## config.mk

```make
export PLATFORM = sky130hd
export DESIGN_NAME = comp_dest_ctrl_flat
export DESIGN_NICKNAME = d
export VERILOG_FILES = /design/src/rtl/comp_dest_ctrl_pkg.sv /design/src/rtl/comp_dest_ctrl_if.sv /design/src/rtl/comp_dest_ctrl_out_hold_reg.sv /design/src/rtl/comp_dest_ctrl.sv /design/src/flat_wrapper.sv
export SDC_FILE = /design/constraint.sdc
export NUM_CORES = 1
export LEC_CHECK = 0
export BUFFER_PORTS_ARGS = -buffer_cell sky130_fd_sc_hd__buf_4
export CAP_MARGIN = 0
export CORE_MARGIN = 2
export CORE_UTILIZATION = 35
export CTS_BUF_LIST = sky130_fd_sc_hd__clkbuf_4 sky130_fd_sc_hd__clkbuf_8
export CTS_CLUSTER_SIZE = 40
export DETAILED_ROUTE_END_ITERATION = 10
export GPL_TIMING_DRIVEN = 1
export PLACE_DENSITY = 0.65
export SETUP_SLACK_MARGIN = 0.2
export SLEW_MARGIN = 10
export SYNTH_ARGS = -nofsm -noshare
export SYNTH_HDL_FRONTEND = slang
export SYNTH_SLANG_ARGS = --single-unit
```

## constraint.sdc

```tcl
create_clock -name clk -period 2.9 [get_ports clk]
set_input_delay 0.58 -clock clk [delete_from_list [all_inputs] [get_ports clk]]
set_output_delay 0.58 -clock clk [all_outputs]
set_load 0.1 [all_outputs]
```

## src/rtl/comp_dest_ctrl_pkg.sv

```systemverilog
// Shared constants for the compute-operand destination controller.
// Namespace bit positions, target bit indices and FSM encodings.
package comp_dest_ctrl_pkg;

  // Bit positions within a one-hot destination namespace decode.
  localparam int NAMESPACE_BRAM     = 0;
  localparam int NAMESPACE_NEIGHBOR = 1;
  localparam int NAMESPACE_BUS      = 2;
  localparam int NAMESPACE_INTERIM  = 3;

  // Holding-register target indices.
  localparam int TGT_PE_NEIGH = 0;
  localparam int TGT_PU_NEIGH = 1;
  localparam int TGT_PE_BUS   = 2;
  localparam int TGT_GB_BUS   = 3;
  localparam int TGT_INTERIM  = 4;
  localparam int NTGT         = 5;

  typedef enum logic {
    IDLE = 1'b0,
    HOLD = 1'b1
  } state_t;

endpackage

```

## src/rtl/comp_dest_ctrl_if.sv

```systemverilog
// Result/destination input bundle and holding-register handshakes.
// master: pipeline + consumers; slave: comp_dest_ctrl.
interface comp_dest_ctrl_if #(
  parameter int dataLen  = 32,
  parameter int destNum  = 3,
  parameter int indexLen = 8
);
  logic [dataLen-1:0]       result;
  logic                     result_v;
  logic [(1<<destNum)-1:0]  dest0_decoder_out;
  logic [(1<<destNum)-1:0]  dest1_decoder_out;
  logic [(1<<destNum)-1:0]  dest2_decoder_out;
  logic [indexLen-1:0]      dest0Index;
  logic [indexLen-1:0]      dest1Index;
  logic [indexLen-1:0]      dest2Index;
  logic                     pe_neigh_rd;
  logic                     pu_neigh_rd;
  logic                     pe_bus_rd;
  logic                     gb_bus_rd;
  logic                     interim_rd;
  logic [dataLen-1:0]       pe_neigh_data_out;
  logic [dataLen-1:0]       pu_neigh_data_out;
  logic [dataLen-1:0]       pe_bus_data_out;
  logic [dataLen-1:0]       gb_bus_data_out;
  logic [dataLen-1:0]       interim_out;
  logic                     pe_neigh_data_out_v;
  logic                     pu_neigh_data_out_v;
  logic                     pe_bus_data_out_v;
  logic                     gb_bus_data_out_v;
  logic                     interim_out_v;
  logic                     inst_stall_dest;

  modport master (
    output result, result_v,
    output dest0_decoder_out, dest1_decoder_out, dest2_decoder_out,
    output dest0Index, dest1Index, dest2Index,
    output pe_neigh_rd, pu_neigh_rd, pe_bus_rd, gb_bus_rd, interim_rd,
    input  pe_neigh_data_out, pu_neigh_data_out, pe_bus_data_out,
    input  gb_bus_data_out, interim_out,
    input  pe_neigh_data_out_v, pu_neigh_data_out_v, pe_bus_data_out_v,
    input  gb_bus_data_out_v, interim_out_v,
    input  inst_stall_dest
  );

  modport slave (
    input  result, result_v,
    input  dest0_decoder_out, dest1_decoder_out, dest2_decoder_out,
    input  dest0Index, dest1Index, dest2Index,
    input  pe_neigh_rd, pu_neigh_rd, pe_bus_rd, gb_bus_rd, interim_rd,
    output pe_neigh_data_out, pu_neigh_data_out, pe_bus_data_out,
    output gb_bus_data_out, interim_out,
    output pe_neigh_data_out_v, pu_neigh_data_out_v, pe_bus_data_out_v,
    output gb_bus_data_out_v, interim_out_v,
    output inst_stall_dest
  );
endinterface

```

## src/rtl/comp_dest_ctrl_out_hold_reg.sv

```systemverilog
// Single data/valid holding register; write wins over a same-cycle read.
// Ports: clk, rstn, wr, rd, din -> q, v.
module out_hold_reg #(
  parameter int dataLen = 32
) (
  input  logic               clk,
  input  logic               rstn,
  input  logic               wr,
  input  logic               rd,
  input  logic [dataLen-1:0] din,
  output logic [dataLen-1:0] q,
  output logic               v
);

  always_ff @(posedge clk or negedge rstn) begin
    if (!rstn) begin
      q <= '0;
      v <= 1'b0;
    end else if (wr) begin
      q <= din;
      v <= 1'b1;
    end else if (rd && v) begin
      v <= 1'b0;
    end
  end

endmodule

```

## src/rtl/comp_dest_ctrl.sv

```systemverilog
// Loads ALU results into five holding registers, stalling when blocked.
// Ports: clk, rstn, io (comp_dest_ctrl_if.slave).
module comp_dest_ctrl
  import comp_dest_ctrl_pkg::*;
#(
  parameter int dataLen  = 32,
  parameter int destNum  = 3,
  parameter int indexLen = 8
) (
  input  logic           clk,
  input  logic           rstn,
  comp_dest_ctrl_if.slave io
);

  localparam int NSW = 1 << destNum;

  state_t             state;
  state_t             state_nxt;
  logic [NTGT-1:0]    need;
  logic [NTGT-1:0]    avail;
  logic [NTGT-1:0]    wr;
  logic [NTGT-1:0]    rd;
  logic [NTGT-1:0]    v;
  logic [NTGT-1:0]    hold_need;
  logic [dataLen-1:0] hold_data;
  logic [dataLen-1:0] commit_data;
  logic               hold_ld;
  logic [dataLen-1:0] q [NTGT];

  function automatic logic [NTGT-1:0] slot_tgt(
    input logic [NSW-1:0] dec,
    input logic           idx0
  );
    logic [NTGT-1:0] t;
    t = '0;
    if (dec[NAMESPACE_NEIGHBOR]) begin
      if (idx0) t[TGT_PU_NEIGH] = 1'b1;
      else      t[TGT_PE_NEIGH] = 1'b1;
    end
    if (dec[NAMESPACE_BUS]) begin
      if (idx0) t[TGT_GB_BUS] = 1'b1;
      else      t[TGT_PE_BUS] = 1'b1;
    end
    if (dec[NAMESPACE_INTERIM]) t[TGT_INTERIM] = 1'b1;
    return t;
  endfunction

  // Only index bit 0 selects between paired registers.
  logic unused_idx;
  assign unused_idx = ^{io.dest0Index[indexLen-1:1],
                        io.dest1Index[indexLen-1:1],
                        io.dest2Index[indexLen-1:1]};

  assign rd = {io.interim_rd, io.gb_bus_rd, io.pe_bus_rd,
               io.pu_neigh_rd, io.pe_neigh_rd};

  always_comb begin
    need  = slot_tgt(io.dest0_decoder_out, io.dest0Index[0])
          | slot_tgt(io.dest1_decoder_out, io.dest1Index[0])
          | slot_tgt(io.dest2_decoder_out, io.dest2Index[0]);
    avail = ~v | rd;
  end

  always_comb begin
    state_nxt   = state;
    wr          = '0;
    hold_ld     = 1'b0;
    commit_data = io.result;
    unique case (state)
      IDLE: begin
        if (io.result_v && (|need)) begin
          if (&(~need | avail)) begin
            wr = need;
          end else begin
            hold_ld   = 1'b1;
            state_nxt = HOLD;
          end
        end
      end
      HOLD: begin
        commit_data = hold_data;
        if (&(~hold_need | avail)) begin
          wr        = hold_need;
          state_nxt = IDLE;
        end
      end
      default: state_nxt = IDLE;
    endcase
  end

  always_ff @(posedge clk or negedge rstn) begin
    if (!rstn) begin
      state     <= IDLE;
      hold_need <= '0;
      hold_data <= '0;
    end else begin
      state <= state_nxt;
      if (hold_ld) begin
        hold_need <= need;
        hold_data <= io.result;
      end
    end
  end

  for (genvar i = 0; i < NTGT; i++) begin : g_reg
    out_hold_reg #(.dataLen(dataLen)) u_reg (
      .clk  (clk),
      .rstn (rstn),
      .wr   (wr[i]),
      .rd   (rd[i]),
      .din  (commit_data),
      .q    (q[i]),
      .v    (v[i])
    );
  end

  assign io.pe_neigh_data_out   = q[TGT_PE_NEIGH];
  assign io.pu_neigh_data_out   = q[TGT_PU_NEIGH];
  assign io.pe_bus_data_out     = q[TGT_PE_BUS];
  assign io.gb_bus_data_out     = q[TGT_GB_BUS];
  assign io.interim_out         = q[TGT_INTERIM];
  assign io.pe_neigh_data_out_v = v[TGT_PE_NEIGH];
  assign io.pu_neigh_data_out_v = v[TGT_PU_NEIGH];
  assign io.pe_bus_data_out_v   = v[TGT_PE_BUS];
  assign io.gb_bus_data_out_v   = v[TGT_GB_BUS];
  assign io.interim_out_v       = v[TGT_INTERIM];
  assign io.inst_stall_dest     = (state == HOLD);

endmodule

```

## src/flat_wrapper.sv

```systemverilog
// flat-port wrapper written by rule: the top's interface ports become plain ports
module comp_dest_ctrl_flat import comp_dest_ctrl_pkg::*;
#(
  parameter int dataLen  = 32,
  parameter int destNum  = 3,
  parameter int indexLen = 8
)
  (clk, rstn, io_result, io_result_v, io_dest0_decoder_out, io_dest1_decoder_out, io_dest2_decoder_out, io_dest0Index, io_dest1Index, io_dest2Index, io_pe_neigh_rd, io_pu_neigh_rd, io_pe_bus_rd, io_gb_bus_rd, io_interim_rd, io_pe_neigh_data_out, io_pu_neigh_data_out, io_pe_bus_data_out, io_gb_bus_data_out, io_interim_out, io_pe_neigh_data_out_v, io_pu_neigh_data_out_v, io_pe_bus_data_out_v, io_gb_bus_data_out_v, io_interim_out_v, io_inst_stall_dest);
  comp_dest_ctrl_if #(.dataLen(dataLen), .destNum(destNum), .indexLen(indexLen)) io_i ();
  input  logic clk;
  input  logic rstn;
  input wire logic [$bits(io_i.result)-1:0] io_result;
  input wire logic [$bits(io_i.result_v)-1:0] io_result_v;
  input wire logic [$bits(io_i.dest0_decoder_out)-1:0] io_dest0_decoder_out;
  input wire logic [$bits(io_i.dest1_decoder_out)-1:0] io_dest1_decoder_out;
  input wire logic [$bits(io_i.dest2_decoder_out)-1:0] io_dest2_decoder_out;
  input wire logic [$bits(io_i.dest0Index)-1:0] io_dest0Index;
  input wire logic [$bits(io_i.dest1Index)-1:0] io_dest1Index;
  input wire logic [$bits(io_i.dest2Index)-1:0] io_dest2Index;
  input wire logic [$bits(io_i.pe_neigh_rd)-1:0] io_pe_neigh_rd;
  input wire logic [$bits(io_i.pu_neigh_rd)-1:0] io_pu_neigh_rd;
  input wire logic [$bits(io_i.pe_bus_rd)-1:0] io_pe_bus_rd;
  input wire logic [$bits(io_i.gb_bus_rd)-1:0] io_gb_bus_rd;
  input wire logic [$bits(io_i.interim_rd)-1:0] io_interim_rd;
  output wire logic [$bits(io_i.pe_neigh_data_out)-1:0] io_pe_neigh_data_out;
  output wire logic [$bits(io_i.pu_neigh_data_out)-1:0] io_pu_neigh_data_out;
  output wire logic [$bits(io_i.pe_bus_data_out)-1:0] io_pe_bus_data_out;
  output wire logic [$bits(io_i.gb_bus_data_out)-1:0] io_gb_bus_data_out;
  output wire logic [$bits(io_i.interim_out)-1:0] io_interim_out;
  output wire logic [$bits(io_i.pe_neigh_data_out_v)-1:0] io_pe_neigh_data_out_v;
  output wire logic [$bits(io_i.pu_neigh_data_out_v)-1:0] io_pu_neigh_data_out_v;
  output wire logic [$bits(io_i.pe_bus_data_out_v)-1:0] io_pe_bus_data_out_v;
  output wire logic [$bits(io_i.gb_bus_data_out_v)-1:0] io_gb_bus_data_out_v;
  output wire logic [$bits(io_i.interim_out_v)-1:0] io_interim_out_v;
  output wire logic [$bits(io_i.inst_stall_dest)-1:0] io_inst_stall_dest;
  assign io_i.result = io_result;
  assign io_i.result_v = io_result_v;
  assign io_i.dest0_decoder_out = io_dest0_decoder_out;
  assign io_i.dest1_decoder_out = io_dest1_decoder_out;
  assign io_i.dest2_decoder_out = io_dest2_decoder_out;
  assign io_i.dest0Index = io_dest0Index;
  assign io_i.dest1Index = io_dest1Index;
  assign io_i.dest2Index = io_dest2Index;
  assign io_i.pe_neigh_rd = io_pe_neigh_rd;
  assign io_i.pu_neigh_rd = io_pu_neigh_rd;
  assign io_i.pe_bus_rd = io_pe_bus_rd;
  assign io_i.gb_bus_rd = io_gb_bus_rd;
  assign io_i.interim_rd = io_interim_rd;
  assign io_pe_neigh_data_out = io_i.pe_neigh_data_out;
  assign io_pu_neigh_data_out = io_i.pu_neigh_data_out;
  assign io_pe_bus_data_out = io_i.pe_bus_data_out;
  assign io_gb_bus_data_out = io_i.gb_bus_data_out;
  assign io_interim_out = io_i.interim_out;
  assign io_pe_neigh_data_out_v = io_i.pe_neigh_data_out_v;
  assign io_pu_neigh_data_out_v = io_i.pu_neigh_data_out_v;
  assign io_pe_bus_data_out_v = io_i.pe_bus_data_out_v;
  assign io_gb_bus_data_out_v = io_i.gb_bus_data_out_v;
  assign io_interim_out_v = io_i.interim_out_v;
  assign io_inst_stall_dest = io_i.inst_stall_dest;
  comp_dest_ctrl #(.dataLen(dataLen), .destNum(destNum), .indexLen(indexLen)) u_core (.clk(clk), .rstn(rstn), .io(io_i));
endmodule
```

After elaboration in Yosys (flattened, before gate mapping). Cells that the tools add are included.

Flip-flop bits (word level): 203. Bits in latches: 0. Bits in writable memories: 0. Memory bits (read-only): 0. Input port bits: 88. Output and inout bits: 166. Memories: 0.

$add $sub $neg: 0. $mul: 0. Div/mod/pow operators: 0. Magnitude comparators: 0. Equality and inequality tests: 0. Shift-type cells: 0. Mux-type cells: 35. Bitwise operators: 9. Reductions and logical operators: 14.

Operator list (count): $mux 32 (1); $or 5x5->5 (5); $mux 1 (23); $mux 5 (3); $not 5->5 (3); $mux 2 (6); $pmux 5 s2 (1); $reduce_and 5->1 (2); $reduce_bool 2->1 (5); $logic_and 1x1->1 (6); $reduce_or 5->1 (1); $pmux 1 s2 (1); $not 1->1 (1).

Longest topological paths before layout.
Depth in word-level cells: 11. Gate-level depth with buffers: 7.

Hierarchy. Synthesis repeated with hierarchy kept, for this count alone.

Cells, all modules: 512. Area, all modules: 8992.4 um^2.

Modules (own cells, without submodules): out_hold_reg (instances 5, cells an instance 71, area an instance 1377.6 um^2, sequential area each 825.8 um^2); comp_dest_ctrl (instances 1, cells an instance 157, area an instance 2104.5 um^2, sequential area each 950.9 um^2).

Worst setup path after synthesis. No wires, ideal clock.

Kind: reg-to-reg. Start: register u_core.g_reg[3].u_reg.v. End: register u_core.g_reg[0].u_reg.q[10]. Library setup time: 0.126 ns. Arrival: 2.505 ns. Setup slack: 0.269 ns. Cell stages (with the launch flop): 7. Buffers on the path: 1. Clock period less this slack: 2.631 ns. Path through: dfrtp_1 -> nand2b_1 -> o2111ai_1 -> nor2_1 -> a22oi_2 -> buf_2 -> mux2_2.

Word-level cells in the longest chain between the ends: 7. Elaborated cells on any way between the ends: 10. Those cells by class: mux: 4; bitwise: 4; reduce/logical: 2.

Ends and longest elaborated chain: from (decl) (RTL line comp_dest_ctrl_out_hold_reg.sv:12) `output logic v`; from (signal assigned) (RTL line comp_dest_ctrl_out_hold_reg.sv:18) `v <= 1'b0;`; from (signal assigned) (RTL line comp_dest_ctrl_out_hold_reg.sv:21) `v <= 1'b1;`; from (signal assigned) (RTL line comp_dest_ctrl_out_hold_reg.sv:23) `v <= 1'b0;`; $not 5->5 (*) (RTL line comp_dest_ctrl.sv:61) `avail = ~v | rd;`; $or 5x5->5 (*) (RTL line comp_dest_ctrl.sv:61); $or 5x5->5 (RTL line comp_dest_ctrl.sv:72) `if (&(~need | avail)) begin`; $reduce_and 5->1 (RTL line comp_dest_ctrl.sv:72); $mux 5 (RTL line comp_dest_ctrl.sv:72); $mux 5 (RTL line comp_dest_ctrl.sv:71) `if (io.result_v && (|need)) begin`; $pmux 5 s2 (*) (RTL line comp_dest_ctrl.sv:69) `unique case (state)`; to (signal assigned) (RTL line comp_dest_ctrl_out_hold_reg.sv:20) `q <= din;`; to (decl) (RTL line comp_dest_ctrl_out_hold_reg.sv:11) `output logic [dataLen-1:0] q,`.

Mark *: on every way between the ends. The rest lies on a longest branch, timed or not. A chain may end at the register's enable or synchronous reset.

Final worst setup path.
Start: register u_core.state (netlist: u_core.io.inst_stall_dest). End: output io_inst_stall_dest.

RTL lines: from (decl) (RTL line comp_dest_ctrl.sv:17) `state_t state;`; from (signal assigned) (RTL line comp_dest_ctrl.sv:97) `state <= state_nxt;`; to (decl) (RTL line flat_wrapper.sv:35) `output wire logic [$bits(io_i.inst_stall_dest)-1:0] io_inst_stall_dest;`.

No word-level cell between the ends.

==> results.md <==
* Reg-to-Reg End: u_core.g_reg[0].u_reg.q[10]
* Final Max Slew Viols at 0
* Worst path arrival time at 1.77 ns
* Asr flop ratio synth at 100%
* Share of layout cells above drive strength 1 at 67.8%
* Depth of the most critical reg-to-reg path at 5
* ANT nets after route at 0
* Initial antenna violation count at 1
* All-Layer GR Usage at 18.0%
* Number of global-route vias before repair at 5855
* Num ports at 254
* Worst Hold Class: in2async
* Syn. warnings at 0
* Seq/Total Area, Yosys at 62.0%
* Final HPWL DP at 15400 um
* Synth Area per Inst at 15.9 um^2
* Nets at 857
* Cell mode on critical path: buf_4
* Clk_skew at 0.0154 ns
* CTS Sinks at 203
* Core Util, Final at 49.0%
* Final min period at 2.35 ns
* Hold-fix buffers, CTS at 0
* Setup_tns at 0 ns
* PortBufs at 217
* Worst path max stage delay at 0.58 ns
* Cell Area, Synth at 0.00819 mm^2
* Worst Setup Slack, final at 0.553 ns
* Vias/cell at 4.76
* Clk Latency, worst-skew pair at 0.52 ns
* Max cap viols at 0
* Worst EP required at 2.32 ns
* Initial core utilization at 36.0%
* Clk pin slew, worst setup/hold paths at 0.06 ns
* Place WS at 0.175 ns
* Core Box Area at 0.0228 mm^2
* Mapped Cells at 516
* Fin crit share at 80.9%
* Pin count of the biggest net entering global routing at 70
* Post-route DRC at 0
* Final setup fails at 0
* Starting DRT DRC Count at 140
* Vert. Die Dim at 157 um
* Die area at 0.0247 mm^2
* Status: complete, no violations
* Via count at 5283
* Post-synth EDFFs at 0
* Grt ovf at 0
* CP startpoint kind: flip-flop
* Synth-to-layout area growth at 36.1%
* Post_cts resized at 0
* CP Depth at 2
* CP bufs+invs at 2
* Synth Flop Type: dfrtp_1
* Row Count at 55
* Reg2reg setup slack at 0.66 ns
* Post-Syn Nets at 604
* First-pass GRT wire length at 34000 um
* DRT Pass-1 Iters at 5
* Cell family with most CP delay: buffers and inverters
* Tightest Pin Transition at 0.564 ns
* Final GP Congestion at 0.816
* CP Cell Sequence: buf_4, buf_4
* Crit end category: output pin
* CTS tree: yes
* Ant. Diodes at 0
* Slew headroom at 62.4%
* WL per Instance at 19.8 um
* Flops & latches, synth at 203
* Library cells used by synthesis at 29
* Reg2reg start: u_core.io.inst_stall_dest
* CTS Buffer Depth at 3
* Final WL at 22000 um
* H-tree levels at 2
* Root Driver: clkbuf_8
* Crit path max fanout at 13
* RSZ-0062 raised after global routing: no
* Fmax at 426 MHz
* Crit path max-delay cell type: dfrtp_2
* CTS Buf Count at 37
* Number of setup buffers added after CTS at 0
* Die width at 157 um
* Worst setup path class: reg2out
* Final hold viol count at 0
==> metal layers <==
| layer | vias to the layer above | GRT usage [%] | share of wire, % |
|---|---|---|---|
| met4 | 2 | 6.19 | 2.3 |
| met2 | 170 | 30.6 | 50 |
| met3 | 37 | 5.20 | 6.8 |
| met1 | 2707 | 22.0 | 41 |
| met5 | - | 0 | 0.059 |
| li1 | 2367 | - | - |
==> Yosys cell counts (all sizes together), types with 2 or more instances <==
cell type / instances / area share (%)
mux2: 227 / 31
dfrtp: 203 / 62
buf: 19 / 1.7
nand2b: 13 / 0.99
nand2: 11 / 0.50
nor2: 7 / 0.32
a31oi: 4 / 0.38
clkbuf: 4 / 0.18
nand3b: 4 / 0.37
a22oi: 3 / 0.40
nand3: 3 / 0.18
nor3: 3 / 0.18
a21oi: 2 / 0.12
inv: 2 / 0.092
nor4: 2 / 0.41
==> state kept, by name, summed over array words and instances (netlist names) <==
| register | flops |
|---|---|
| u_core.hold_data | 32 |
| u_core.io.inst_stall_dest | 1 |
| u_core.g.u_reg.q | 160 |
| u_core.hold_need | 5 |
| u_core.g.u_reg.v | 5 |
==> worst reg2reg max path: stages, from the launching register on <==
cell,delay (ns)
dfrtp_2,0.54
nand2b_1,0.30
nor4_4,0.55
a22oi_2,0.11
buf_4,0.29
mux2_2,0.33
==> how the worst max path moves through the flow <==
| stage | start | endpoint | slack, ns |
|---|---|---|---|
| final | u_core.io.inst_stall_dest | io_inst_stall_dest | 0.55 |
| after global placement | io_dest2Index[0] | u_core.g_reg[2].u_reg.q[30] | 0.21 |
| after CTS | u_core.io.inst_stall_dest | io_inst_stall_dest | 0.53 |
| after floorplan | u_core.g_reg[3].u_reg.v | u_core.g_reg[0].u_reg.q[10] | 0.27 |
| after detailed placement | io_dest2Index[0] | u_core.g_reg[2].u_reg.q[30] | 0.18 |
| after global routing | u_core.io.inst_stall_dest | io_inst_stall_dest | 0.47 |
==> placed cells by master, fill, tap and decap left out, drive strengths merged, types with 2 or more instances in the layout <==
cell | Yosys | final
nand2b | 13 | 13
clkbuf | 4 | 62
nor2 | 7 | 7
clkinvlp | 0 | 2
nand2 | 11 | 11
a21oi | 2 | 2
bufinv | 0 | 2
nand3 | 3 | 3
a31oi | 4 | 4
dfrtp | 203 | 203
mux2 | 227 | 227
nor3 | 3 | 3
nor4 | 2 | 2
buf | 19 | 236
inv | 2 | 2
nand3b | 4 | 4
a22oi | 3 | 3
==> kinds of logic after synthesis <==
| group | synth area share, % |
|---|---|
| mux | 31.3 |
| flops | 62.0 |
| simple gates | 3.22 |
| buf+inv | 1.94 |
| compound gates | 1.53 |
==> stage by stage <==
step           std cells  hold slack (ns)  instance area [um^2]
2_1_floorplan        516            0.284                  8190
3_3_place_gp        1043            0.481                 10300
3_5_place_dp        1043            0.489                 10300
4_1_cts             1109           0.0593                 11200
5_1_grt             1109           0.0904                 11200
6_report            1109           0.0687                 11200
==> area by class of cell <==
cell class | count | area [um^2]
Fill cell | 1969 | 11600
Sequential cell | 203 | 5080
Multi-Input combinational cell | 288 | 2990
Timing Repair Buffer | 237 | 1860
Clock buffer | 61 | 739
Tap cell | 313 | 392
Clock inverter | 5 | 80.1
Inverter | 2 | 7.51
Power is not shown: default switching activity piles up to over one toggle a cycle in this logic, so the estimate is an artifact.
